**src/rtl/dlx_clock_ctrl_pkg.sv**
```systemverilog
// dlx_clock_ctrl_pkg: shared state encoding and default sizing for the DLX clock controller
package dlx_clock_ctrl_pkg;
  localparam int ClockPeriod = 10;
  localparam int DEF_RESET_CYCLES = 8;
  localparam int DEF_CNT_W = 32;
  localparam logic [1:0] ST_HOLD = 2'd0;
  localparam logic [1:0] ST_HALTED = 2'd1;
  localparam logic [1:0] ST_RUN = 2'd2;
  localparam logic [1:0] ST_STEP = 2'd3;
endpackage

```
**src/rtl/dlx_cycle_counter.sv**
```systemverilog
// dlx_cycle_counter: CNT_W-bit advance counter with clear and next-value breakpoint compare
//   clk, reset_n : clock, async active-low reset
//   en_i, clr_i  : count enable, synchronous clear (clear wins over enable)
//   target_i     : breakpoint target
//   count_o      : current count
//   match_o      : high when count_o + 1 == target_i (wraps modulo 2^CNT_W)
module dlx_cycle_counter
  import dlx_clock_ctrl_pkg::*;
#(
  parameter int CNT_W = DEF_CNT_W
) (
  input  logic             clk,
  input  logic             reset_n,
  input  logic             en_i,
  input  logic             clr_i,
  input  logic [CNT_W-1:0] target_i,
  output logic [CNT_W-1:0] count_o,
  output logic             match_o
);
  logic [CNT_W-1:0] count_q, count_d, count_inc;
  assign count_inc = count_q + CNT_W'(1);
  assign count_d = clr_i ? '0 : en_i ? count_inc : count_q;
  assign match_o = count_inc == target_i;
  assign count_o = count_q;
  always_ff @(posedge clk or negedge reset_n) begin
    if (!reset_n) count_q <= '0;
    else count_q <= count_d;
  end
endmodule

```
**src/rtl/dlx_clock_ctrl.sv**
```systemverilog
// dlx_clock_ctrl: reset hold and run/halt/step clock-enable sequencer for the DLX core
//   clk, reset_n         : free-running clock, async active-low reset
//   dbg_run/halt/step/clr: one-cycle debug command pulses
//   brk_en, brk_count    : cycle-count breakpoint enable and target
//   core_rst_n           : registered active-low reset to the core
//   cpu_ce               : pipeline advance enable (RUN or STEP)
//   halted               : high in HALTED
//   step_done, brk_hit   : one-cycle pulses in the first HALTED cycle after a step / breakpoint
//   cycle_count          : cpu_ce-high cycles since reset or clear
module dlx_clock_ctrl
  import dlx_clock_ctrl_pkg::*;
#(
  parameter int RESET_CYCLES = DEF_RESET_CYCLES,
  parameter int CNT_W = DEF_CNT_W,
  parameter bit START_HALTED = 1'b0
) (
  input  logic             clk,
  input  logic             reset_n,
  input  logic             dbg_run,
  input  logic             dbg_halt,
  input  logic             dbg_step,
  input  logic             dbg_clr,
  input  logic             brk_en,
  input  logic [CNT_W-1:0] brk_count,
  output logic             core_rst_n,
  output logic             cpu_ce,
  output logic             halted,
  output logic             step_done,
  output logic             brk_hit,
  output logic [CNT_W-1:0] cycle_count
);
  localparam int HW = $clog2(RESET_CYCLES + 1);
  logic [1:0] state_q, state_d;
  logic [HW-1:0] hold_q, hold_d;
  logic core_rst_q, step_done_q, brk_hit_q;
  logic hold_last, in_hold, match, brk;
  assign in_hold = state_q == ST_HOLD;
  assign hold_last = hold_q == HW'(RESET_CYCLES - 1);
  // RUN and STEP share bit 1, so cpu_ce comes straight off a state flop
  assign cpu_ce = state_q[1];
  assign halted = state_q == ST_HALTED;
  assign brk = cpu_ce & brk_en & match;
  assign core_rst_n = core_rst_q;
  assign step_done = step_done_q;
  assign brk_hit = brk_hit_q;
  dlx_cycle_counter #(.CNT_W(CNT_W)) u_cnt (
    .clk      (clk),
    .reset_n  (reset_n),
    .en_i     (cpu_ce),
    .clr_i    (dbg_clr & ~in_hold),
    .target_i (brk_count),
    .count_o  (cycle_count),
    .match_o  (match)
  );
  always_comb begin
    hold_d = (in_hold && !hold_last) ? hold_q + HW'(1) : hold_q;
    state_d = in_hold ? (hold_last ? (START_HALTED ? ST_HALTED : ST_RUN) : ST_HOLD)
            : halted ? (dbg_halt ? ST_HALTED : dbg_step ? ST_STEP : dbg_run ? ST_RUN : ST_HALTED)
            : (state_q == ST_STEP) ? ST_HALTED
            : (dbg_halt | brk) ? ST_HALTED : ST_RUN;
  end
  always_ff @(posedge clk or negedge reset_n) begin
    if (!reset_n) begin
      state_q <= ST_HOLD;
      hold_q <= '0;
      core_rst_q <= 1'b0;
      step_done_q <= 1'b0;
      brk_hit_q <= 1'b0;
    end else begin
      state_q <= state_d;
      hold_q <= hold_d;
      core_rst_q <= state_d != ST_HOLD;
      step_done_q <= state_q == ST_STEP;
      brk_hit_q <= brk;
    end
  end
endmodule

```
**config.mk**
```make
export PLATFORM = sky130hd
export DESIGN_NAME = dlx_clock_ctrl
export DESIGN_NICKNAME = d
export VERILOG_FILES = /design/src/rtl/dlx_clock_ctrl_pkg.sv /design/src/rtl/dlx_cycle_counter.sv /design/src/rtl/dlx_clock_ctrl.sv
export SDC_FILE = /design/constraint.sdc
export NUM_CORES = 1
export LEC_CHECK = 0
export CAP_MARGIN = 20
export CORE_ASPECT_RATIO = 1.2
export CORE_UTILIZATION = 45
export CTS_BUF_LIST = sky130_fd_sc_hd__clkbuf_4
export CTS_CLUSTER_SIZE = 16
export DETAILED_ROUTE_END_ITERATION = 7
export PLACE_DENSITY = 0.84
export REMOVE_ABC_BUFFERS = 1
export SLEW_MARGIN = 15
export SYNTH_ARGS = -nofsm -noshare
export SYNTH_HDL_FRONTEND = slang
export SYNTH_SLANG_ARGS = --single-unit
```
**constraint.sdc**
```tcl
create_clock -name clk -period 2.8 [get_ports clk]
set_input_delay 0.28 -clock clk [delete_from_list [all_inputs] [get_ports clk]]
set_output_delay 0.28 -clock clk [all_outputs]
set_load 0.02 [all_outputs]
```
==> results.md, run 1 <==
- Clock power frac: 0.233
- GRT overflow: 0
- CTS buffer count: 5
- Synthesized area: 3240 um^2
- Fmax: 366 MHz
- Worst EP arrival: 3.04 ns
- CP required: a little over 3 ns
- Area growth syn-to-layout: 37.9%
- Die width: 79.4 um
- Post-synthesis compound-gate area fraction: 0.207
- DPL Wire Length: around 7500 um
- Maximum buffer depth of the clock tree: 2
- Largest net degree at the start of global routing: 42
- Fraction of layout cells with a size suffix above 1: 0.166
- Adder-Cell Fraction of Synth Area: 0.00773
- Max transition margin: 0.351
- Sequential share of the synthesized area: 0.317
- Final wirelength: 10600 um
- Yosys warns: 0
- Vias/cell: roughly 6.2
- WL/cell: ~18 um
- Post-Route Setup TNS: 0 ns
- Clk pin slew, worst setup/hold paths: between 0.1 and 0.15 ns
- Crit-path max FO: 8
- Final setup fails: 0
- Status: completed
- DR pass1 iterations: 5
- P_sw: ~0.00064 W
- MaxCap Viol Count: 0
- Nets: roughly 550
- Fin crit period: between 2 and 3 ns
- Predominant post-synthesis flop cell: dfrtp_1
- Top cell type's share of synthesized area: 0.317
- Synth async-reset ratio: 1.00
- Clock skew: 0.0101 ns
- Final Hold Vio Count: 0
- Diode count: 0
- Row count: 33
- Die Span Y: roughly 95 um
- PnR Total Power: approximately 0.0017 W
- Top cells by area, synth: dfrtp_1 (32%), xnor2_1 (7.6%), o21ai_0 (6.8%), nor2_1 (4.6%), xor2_1 (4.3%)
- H-tree lvl count: 2
- Total core area: 6900 um^2
- Die footprint: 7530 um^2
- Vias in the first global route: about 3500
- Iter 0 DRT Violations: 332
- Clock Latency Late Sink: 0.37 ns
- Final hold slack: ~0.052 ns
- CP startpoint: u_cnt.count_o[3]
- Synth Register Bits: 41
- CTS root buf: clkbuf_4
- Critical path capture point type: register
- PwrDens: just under 400 nW/um^2
- DRC: 0
- Cell type with the largest total area after synthesis: dfrtp_1
- Via Count: 3690
- Slew @ Worst Pin: between 0.9 and 1 ns
- Slew Viols, Final: 0
- Largest family of logic cells by synthesized area: simple AND/OR/NAND/NOR gates
- Port bufs: 75
- Worst vdd ir: 618 uV
- Tcrit/Tclk final: 0.975
- Place WS: -0.0390 ns
- Post-Synthesis Cells: between 400 and 500
- Antenna Nets Post-Route: 0
- Worst reg2reg path startpoint: u_cnt.count_o[3]
- Global-route usage over all layers: 0.282
- Simple-Gate Fraction of Synth Area: 0.290
- P_int: roughly 0.0011 W
- Final worst slack: between 0.07 and 0.08 ns
- Ports: between 70 and 80
- First-pass GRT wire length: approximately 17000 um
- Mean cell area of the mapped netlist: between 8 and 9 um^2
- Synth Area in XOR/XNOR: 0.119
- Post-synthesis mux area share: 0.0159
- CP startpoint kind: register
- Logic gate share of total power: 0.372
- Post-Place Cells: a little under 600
- RePlAce Congestion: between 0.8 and 0.9
- Critical path type: register to register
- Sink Count: between 40 and 50
- Starting Density: 0.469
- Initial antenna violation count: 0
- Synth cell types: 62
- Part of the power in registers: 0.395
- Lkg Pwr: approximately 1.8 nW
- Net Sw Frac: 0.373
- CTS tree: built
- Hold Path Class: primary input to asynchronous set/reset pin
- Post-Layout Cell Count: 593
- Number of synthesized flops with an enable pin: 0
==> power groups by stage <==
stage / combinational (W) / sequential [W] / clock, W
2_1_floorplan: 0.000295 / 0.000706 / 0
3_3_place_gp: 0.000580 / 0.000688 / 0
3_5_place_dp: 0.000602 / 0.000690 / 0
4_1_cts: 0.000604 / 0.000681 / 0.000402
5_1_grt: 0.000684 / 0.000685 / 0.000420
6_report: 0.000639 / 0.000679 / 0.000400
==> critical path: stages (launching register included) <==
cell      delay (ns)
dfrtp_1         0.50
nand4_1         0.24
buf_4           0.22
nor2_1          0.26
o21ai_1         0.16
o311ai_0        0.17
a21oi_1         0.13
or4_4           0.57
nor4_4          0.24
o32a_1          0.19
==> final cells by class <==
class                           instances  area (um^2)
Fill cell                             578         2430
Multi-Input combinational cell        327         2100
Timing Repair Buffer                  126         1130
Sequential cell                        41         1030
Tap cell                               87          109
Clock inverter                          3         41.3
Clock buffer                            5         37.5
Inverter                                4         15.0
==> cells in the final DEF (no fill, tap or decap), types with 6 or more instances in the layout <==
master	n
a21oi_1	17
a31oi_1	7
buf_4	51
clkdlybuf4s50_1	74
dfrtp_1	39
nand2_1	34
nand3_1	18
nand4_1	12
nor2_1	40
nor3_1	7
nor4_1	6
o21ai_0	44
o31ai_1	11
xnor2_1	28
xor2_1	16
==> Yosys cell counts, types with 3 or more instances <==
cell type  number
nor3_1          9
a31oi_1         7
inv_1           4
nor4_1          6
o31ai_1        11
and4_1          6
clkbuf_1       16
nor2_1         40
a21o_1          4
and3_1          5
nand3b_1        3
nand3_1        18
xnor2_1        28
nor2b_1         3
dfrtp_1        41
xor2_1         16
o21ai_1         4
nand4_2         3
buf_2          10
nand4_1        12
mux2i_1         4
nand2_1        34
a21oi_1        18
and2_1          3
o21ai_0        44
==> flip-flops by register name, indices dropped and copies added (netlist names) <==
signal,count
state_q,2
u_cnt.count_o,32
step_done,1
hold_q,4
core_rst_n,1
brk_hit,1
==> timing repair <==
action,4_1_cts,5_1_grt
gates cloned,0,0
setup buffers,0,4
endpoints found under the setup margin,2,3
hold buffers,0,0
gates resized for setup,1,10
pin swaps,0,5
==> path summary, 6_finish.rpt <==
| check | endpoint | slack [ns] | depth (start not counted) |
|---|---|---|---|
| min in group clk | hold_q[3] | 0.51 | 1 |
| worst max-delay path | state_q[0] | 0.07 | 9 |
| max in group asynchronous | u_cnt.count_o[1] | 2.10 | 1 |
| worst min-delay path | u_cnt.count_o[11] | 0.05 | 1 |
| worst min register to register | hold_q[3] | 0.51 | 1 |
| worst max register to register | state_q[0] | 0.07 | 9 |
==> layer usage <==
| layer | share of wire | vias to the layer above | track usage |
|---|---|---|---|
| met2 | 0.50 | 187 | 0.499 |
| li1 | - | 1677 | - |
| met1 | 0.41 | 1790 | 0.345 |
| met3 | 0.058 | 36 | 0.0357 |
| met4 | 0.033 | 0 | 0.111 |
| met5 | 0 | - | 0 |
==> stage by stage <==
| step | utilization | cell area [um^2] |
|---|---|---|
| final | 0.647 | 4460 |
| after global routing | 0.647 | 4460 |
| after CTS | 0.638 | 4400 |
| after detailed placement | 0.627 | 4320 |
| after global placement | 0.627 | 4320 |
| after floorplan | - | 3110 |
==> cells by family after synthesis <==
group / count (synthesis)
and+or+nand+nor: 166
AOI/OAI and AO/OA: 110
xor gates and xnor gates: 44
DFF: 41
buffers and inverters: 33
muxes: 5
adders and majority gates: 2
(Power assumes the default switching activity.)
==> inputs of run 2 (changes only) <==
--- a/config.mk
+++ b/config.mk
@@ -7,11 +7,11 @@
 export LEC_CHECK = 0
 export CAP_MARGIN = 20
 export CORE_ASPECT_RATIO = 1.2
-export CORE_UTILIZATION = 45
+export CORE_UTILIZATION = 47
 export CTS_BUF_LIST = sky130_fd_sc_hd__clkbuf_4
 export CTS_CLUSTER_SIZE = 16
 export DETAILED_ROUTE_END_ITERATION = 7
-export PLACE_DENSITY = 0.84
+export PLACE_DENSITY = 0.87
 export REMOVE_ABC_BUFFERS = 1
 export SLEW_MARGIN = 15
 export SYNTH_ARGS = -nofsm -noshare
==> run 2 against run 1 <==
Non-clock buffer count down 3. Die area down 4.2%. Register-to-register slack gained 0.06 ns. Worst setup slack better by 0.063 ns. Clock power increased by 5%. First-iteration DRC count is 12% higher. Wire length down 4.7%. Core utilization is 3.3 points higher. Largest cell class unchanged. Largest power group unchanged.
==> results.md, run 2 (synthesis gave the netlist of run 1 again) <==
- DR pass1 iterations: 5 (unchanged)
- Fin crit period: 2.67 ns (was 2.73 ns)
- Critical path type: register to register (unchanged)
- Final wirelength: 10100 um (was 10600 um)
- GRT overflow: 0 (unchanged)
- Antenna Nets Post-Route: 0 (unchanged)
- Via Count: 3547 (was 3690)
- CTS buffer count: 5 (unchanged)
- CTS root buf: clkbuf_4 (unchanged)
- Post-Route Setup TNS: 0 ns (unchanged)
- Final Util: 0.680 (was 0.647)
- DRC: 0 (unchanged)
- Slew @ Worst Pin: 0.978 ns (was 0.974 ns)
- Final worst slack: 0.134 ns (was 0.0707 ns)
- Worst vdd ir: 446 uV (was 618 uV)
- Vias/cell: 6.03 (was 6.22)
- Die Span Y: 92.9 um (was 94.9 um)
- Clock skew: 0.0199 ns (was 0.0101 ns)
- Vias in the first global route: 3523 (was 3486)
- Crit-path max FO: 6 (was 8)
- PwrDens: 385 nW/um^2 (about the same)
- DPL Wire Length: 7200 um (was 7540 um)
- Place WS: 0.0907 ns (was -0.0390 ns)
- CTS tree: built (unchanged)
- Port bufs: 75 (unchanged)
- Critical path capture point type: register (unchanged)
- Diode count: 0 (unchanged)
- Fmax: 375 MHz (was 366 MHz)
- Ports: 76 (unchanged)
- Commonest non-fill, non-tap cell in the layout: clkdlybuf4s50_1 (unchanged)
- Fraction of layout cells with a size suffix above 1: 0.157 (was 0.166)
- Row count: 32 (was 33)
- Slew Viols, Final: 0 (unchanged)
- Total core area: 6530 um^2 (was 6900 um^2)
- First-pass GRT wire length: 16600 um (about the same)
- Area growth syn-to-layout: 37.2% (was 37.9%)
- Hold Path Class: primary input to asynchronous set/reset pin (unchanged)
- WL/cell: 17.2 um (was 17.9 um)
- Largest net degree at the start of global routing: 42 (unchanged)
- RSZ-0062 raised after global routing: no
- CP required: 3.12 ns (was 3.11 ns)
- Final setup fails: 0 (unchanged)
- Max transition margin: 0.348 (was 0.351)
- Status: completed (unchanged)
- Clock Latency Late Sink: 0.38 ns (was 0.37 ns)
- MaxCap Viol Count: 0 (unchanged)
- Largest register FFs: 32 (unchanged)
- Starting Density: 0.496 (was 0.469)
- RePlAce Congestion: 0.916 (was 0.876)
- Worst EP arrival: 2.98 ns (was 3.04 ns)
- Global-route usage over all layers: 0.289 (was 0.282)
- Final Hold Vio Count: 0 (unchanged)
- Die footprint: 7220 um^2 (was 7530 um^2)
- Clk pin slew, worst setup/hold paths: 0.15 ns (was 0.14 ns)
- Die width: 77.7 um (was 79.4 um)
- Tcrit/Tclk final: 0.952 (was 0.975)
- FILL cells: 528 (was 578)
- Lkg Pwr: 1.78 nW (was 1.79 nW)
- Iter 0 DRT Violations: 372 (was 332)
- CP startpoint kind: register (unchanged)
- Initial antenna violation count: 0 (unchanged)
- H-tree lvl count: 2 (unchanged)
- Nets: 543 (was 546)
- Sink Count: 41 (unchanged)
- Maximum buffer depth of the clock tree: 2 (unchanged)
- Most frequent cells in the layout: clkdlybuf4s50_1 (74), buf_4 (47), o21ai_0 (44) (was clkdlybuf4s50_1 (74), buf_4 (51), o21ai_0 (44))
==> run 2: area by class of cell <==
class / instances / area (um^2) / area share
multi-input combinational: 327 / 2100 / 0.473
sequential: 41 / 1030 / 0.231
timing repair buffer: 123 / 1110 / 0.250
clock buffer: 5 / 37.5 / 0.00845
inverter: 4 / 15.0 / 0.00338
tap: 85 / 106 / 0.0240
clock inverter: 3 / 46.3 / 0.0104
==> run 2: worst max-delay path, cell delays in order, from the launching register on <==
cell	delay [ns]
dfrtp_1	0.45
ha_1	0.23
nand3_1	0.10
buf_4	0.17
nor3_4	0.26
xor2_1	0.13
mux2i_1	0.16
a21oi_1	0.12
or4_4	0.51
nor4_4	0.30
o32a_1	0.19
==> run 2: metal layers <==
| metal | global-route usage | part of all wire |
|---|---|---|
| met5 | 0 | 0 |
| met3 | 0.0493 | 0.068 |
| met1 | 0.356 | 0.42 |
| met2 | 0.503 | 0.50 |
| met4 | 0.107 | 0.017 |
==> run 2: path summary, 6_finish.rpt <==
path	startpoint	to	slack [ns]	depth (start not counted)
hold reg to reg	hold_q[3]	hold_q[3]	0.51	1
max in group asynchronous	reset_n	u_cnt.count_o[4]	2.15	1
min in group clk	hold_q[3]	hold_q[3]	0.51	1
setup reg to reg	u_cnt.count_o[1]	state_q[0]	0.13	10
hold / removal	reset_n	u_cnt.count_o[8]	0.04	1
setup / recovery	u_cnt.count_o[1]	state_q[0]	0.13	10
==> run 2: timing repair <==
action | in CTS | in global routing
setup buffers | 0 | 2
hold buffers | 0 | 0
setup endpoints to repair | 0 | 3
resized for setup | 0 | 8
==> run 2: where the power goes <==
part           internal, W  total, W  switching [W]  leakage [nW]
sequential        0.000623  0.000681      0.0000582         0.544
clock             0.000189  0.000419       0.000230        0.0414
combinational     0.000257  0.000608       0.000351          1.19
==> run 2: stage by stage <==
stage	instance area [um^2]	power, W	std cells	hold slack, ns
3_3_place_gp	4310	0.00127	578	0.465
3_5_place_dp	4310	0.00129	578	0.486
2_1_floorplan	3110	0.00100	372	-0.0156
5_1_grt	4440	0.00179	588	0.0962
4_1_cts	4390	0.00170	586	0.0738
6_report	4440	0.00171	588	0.0438
==> inputs of run 3 (changes only) <==
--- a/config.mk
+++ b/config.mk
@@ -7,6 +7,7 @@
 export LEC_CHECK = 0
 export CAP_MARGIN = 20
 export CORE_ASPECT_RATIO = 1.2
+export CORE_MARGIN = 1.5
 export CORE_UTILIZATION = 47
 export CTS_BUF_LIST = sky130_fd_sc_hd__clkbuf_4
 export CTS_CLUSTER_SIZE = 16
==> run 3 against run 2 <==
Final cell count shrank 0.85%. Power shrank 6.0%. Worst hold slack worse by 0.0053 ns. Clock power is 25% lower. Count of clock-buffer cells in the layout unchanged. Critical endpoint unchanged.
==> results.md, run 3 (synthesis gave the netlist of run 1 again) <==
- # Post-CTS Setup Buffers: 0 (unchanged)
- Final wirelength: 10200 um (was 10100 um)
- Diode count: 0 (unchanged)
- CTS tree: built (unchanged)
- Reg2reg end: state_q[0] (unchanged)
- Clk pin slew, worst setup/hold paths: 0.15 ns (about the same)
- DR pass1 iterations: 5 (unchanged)
- FILL cells: 558 (was 528)
- Hold buffer count at CTS: 0 (unchanged)
- Fraction of layout cells with a size suffix above 1: 0.155 (was 0.157)
- Critical path type: register to register (unchanged)
- DPL Wire Length: 7590 um (was 7200 um)
- Vias/cell: 6.21 (was 6.03)
- Worst reg2reg path startpoint: u_cnt.count_o[1] (unchanged)
- Iter 0 DRT Violations: 268 (was 372)
- Fin crit period: 2.58 ns (was 2.67 ns)
- Final Util: 0.673 (was 0.680)
- Final worst slack: 0.218 ns (was 0.134 ns)
- Initial antenna violation count: 0 (unchanged)
- Hold Path Class: primary input to asynchronous set/reset pin (unchanged)
- CP required: 3.11 ns (was 3.12 ns)
- WL/cell: 17.6 um (was 17.2 um)
- Slew Viols, Final: 0 (unchanged)
- Clock skew: 0.0270 ns (was 0.0199 ns)
- H-tree lvl count: 2 (unchanged)
- First-pass GRT wire length: 16900 um (was 16600 um)
- Slew @ Worst Pin: 0.942 ns (was 0.978 ns)
- Final Hold Vio Count: 0 (unchanged)
- Fmax: 387 MHz (was 375 MHz)
- Die Span Y: 93.9 um (was 92.9 um)
- Starting Density: 0.496 (unchanged)
- RePlAce Congestion: 0.936 (was 0.916)
- Worst EP arrival: 2.89 ns (was 2.98 ns)
- Maximum buffer depth of the clock tree: 2 (unchanged)
- Worst vdd ir: 574 uV (was 446 uV)
- PwrDens: 365 nW/um^2 (was 385 nW/um^2)
- CTS buffer count: 5 (unchanged)
- Crit-path max FO: 6 (unchanged)
- Tcrit/Tclk final: 0.922 (was 0.952)
- Area growth syn-to-layout: 35.8% (was 37.2%)
- Place WS: 0.102 ns (was 0.0907 ns)
- Largest net degree at the start of global routing: 42 (unchanged)
- Ports: 76 (unchanged)
- Met2 Use GR: 0.476 (was 0.503)
- GRT overflow: 0 (unchanged)
- Lkg Pwr: 1.75 nW (was 1.78 nW)
- Commonest non-fill, non-tap cell in the layout: clkdlybuf4s50_1 (unchanged)
- Status: completed (unchanged)
- DRC: 0 (unchanged)
- GRT met1 Usage: 0.365 (was 0.356)
- CTS root buf: clkbuf_4 (unchanged)
- CP startpoint kind: register (unchanged)
- Vias in the first global route: 3576 (was 3523)
- Largest register FFs: 32 (unchanged)
- Nets: 538 (was 543)
- Antenna Nets Post-Route: 0 (unchanged)
- Global-route usage over all layers: 0.288 (was 0.289)
- Clock Latency Late Sink: 0.37 ns (was 0.38 ns)
- Die width: 78.7 um (was 77.7 um)
- Final setup fails: 0 (unchanged)
- Row count: 32 (unchanged)
- Worst r2r path cells: 10 (unchanged)
- CP startpoint: u_cnt.count_o[1] (unchanged)
- Crit path to: state_q[0] (unchanged)
- Die footprint: 7390 um^2 (was 7220 um^2)
- Max transition margin: 0.372 (was 0.348)
- Most frequent cells in the layout: clkdlybuf4s50_1 (74), o21ai_0 (44), buf_4 (43) (was clkdlybuf4s50_1 (74), buf_4 (47), o21ai_0 (44))
- Post-CTS sizing: 0 (unchanged)
- Gr busiest metal: met2 (unchanged)
- Sink Count: 41 (unchanged)
- Port bufs: 75 (unchanged)
- MaxCap Viol Count: 0 (unchanged)
- Post-Route Setup TNS: 0 ns (unchanged)
- Via Count: 3621 (was 3547)
- Reg2Reg Setup Slack: 0.22 ns (was 0.13 ns)
- Routing usage on met3: 0.0437 (was 0.0493)
- Total core area: 6530 um^2 (unchanged)
- Critical path capture point type: register (unchanged)
==> run 3: cell types whose count changed in the layout (fill, tap and decap cells not counted), moves of 2 or more <==
cell	delta
dfrtp_1	-4
buf_4	-4
dfrtp_2	+4
clkinvlp_4	+2
==> run 3: how the worst min path moves through the flow <==
stage,to,slack (ns),depth (start not counted)
floorplan,brk_hit,-0.02,0
detailed placement,u_cnt.count_o[1],0.47,1
global route,u_cnt.count_o[4],0.12,1
finish,u_cnt.count_o[22],0.04,1
global placement,u_cnt.count_o[1],0.46,1
CTS,u_cnt.count_o[15],0.07,1
==> run 3: layout make-up <==
type                            count  area (um^2)  area share
Inverter                            4         15.0     0.00342
Sequential cell                    41         1030       0.235
Multi-Input combinational cell    327         2110       0.481
Tap cell                           85          106      0.0242
Clock inverter                      3         22.5     0.00513
Timing Repair Buffer              118         1070       0.243
Clock buffer                        5         37.5     0.00854
==> run 3: worst max-delay path: stages (launching register included) <==
cell	delay [ns]
dfrtp_2	0.43
ha_1	0.19
nand3_1	0.13
buf_4	0.19
nor3_4	0.29
xor2_1	0.14
mux2i_1	0.16
a21oi_1	0.12
or4_4	0.51
nor4_4	0.21
o32a_1	0.18
==> run 3: per-layer routing <==
layer  wire [um]  up-vias
met5           0        -
met4         433        0
met3         800       41
met2        4810      208
met1        4200     1707
li1            -     1665
==> run 3: power breakdown <==
group | internal (W) | switching, W | leakage (nW)
sequential | 0.000624 | 0.0000560 | 0.538
clock | 0.0000973 | 0.000218 | 0.0234
combinational | 0.000256 | 0.000352 | 1.19
==> run 3: stage by stage <==
stage          power, W  std cells  hold WS, ns  area [um^2]
2_1_floorplan   0.00100        372      -0.0156         3110
3_3_place_gp    0.00127        575        0.461         4290
3_5_place_dp    0.00129        575        0.470         4290
4_1_cts         0.00160        583       0.0659         4350
5_1_grt         0.00169        583        0.118         4390
6_report        0.00160        583       0.0385         4390
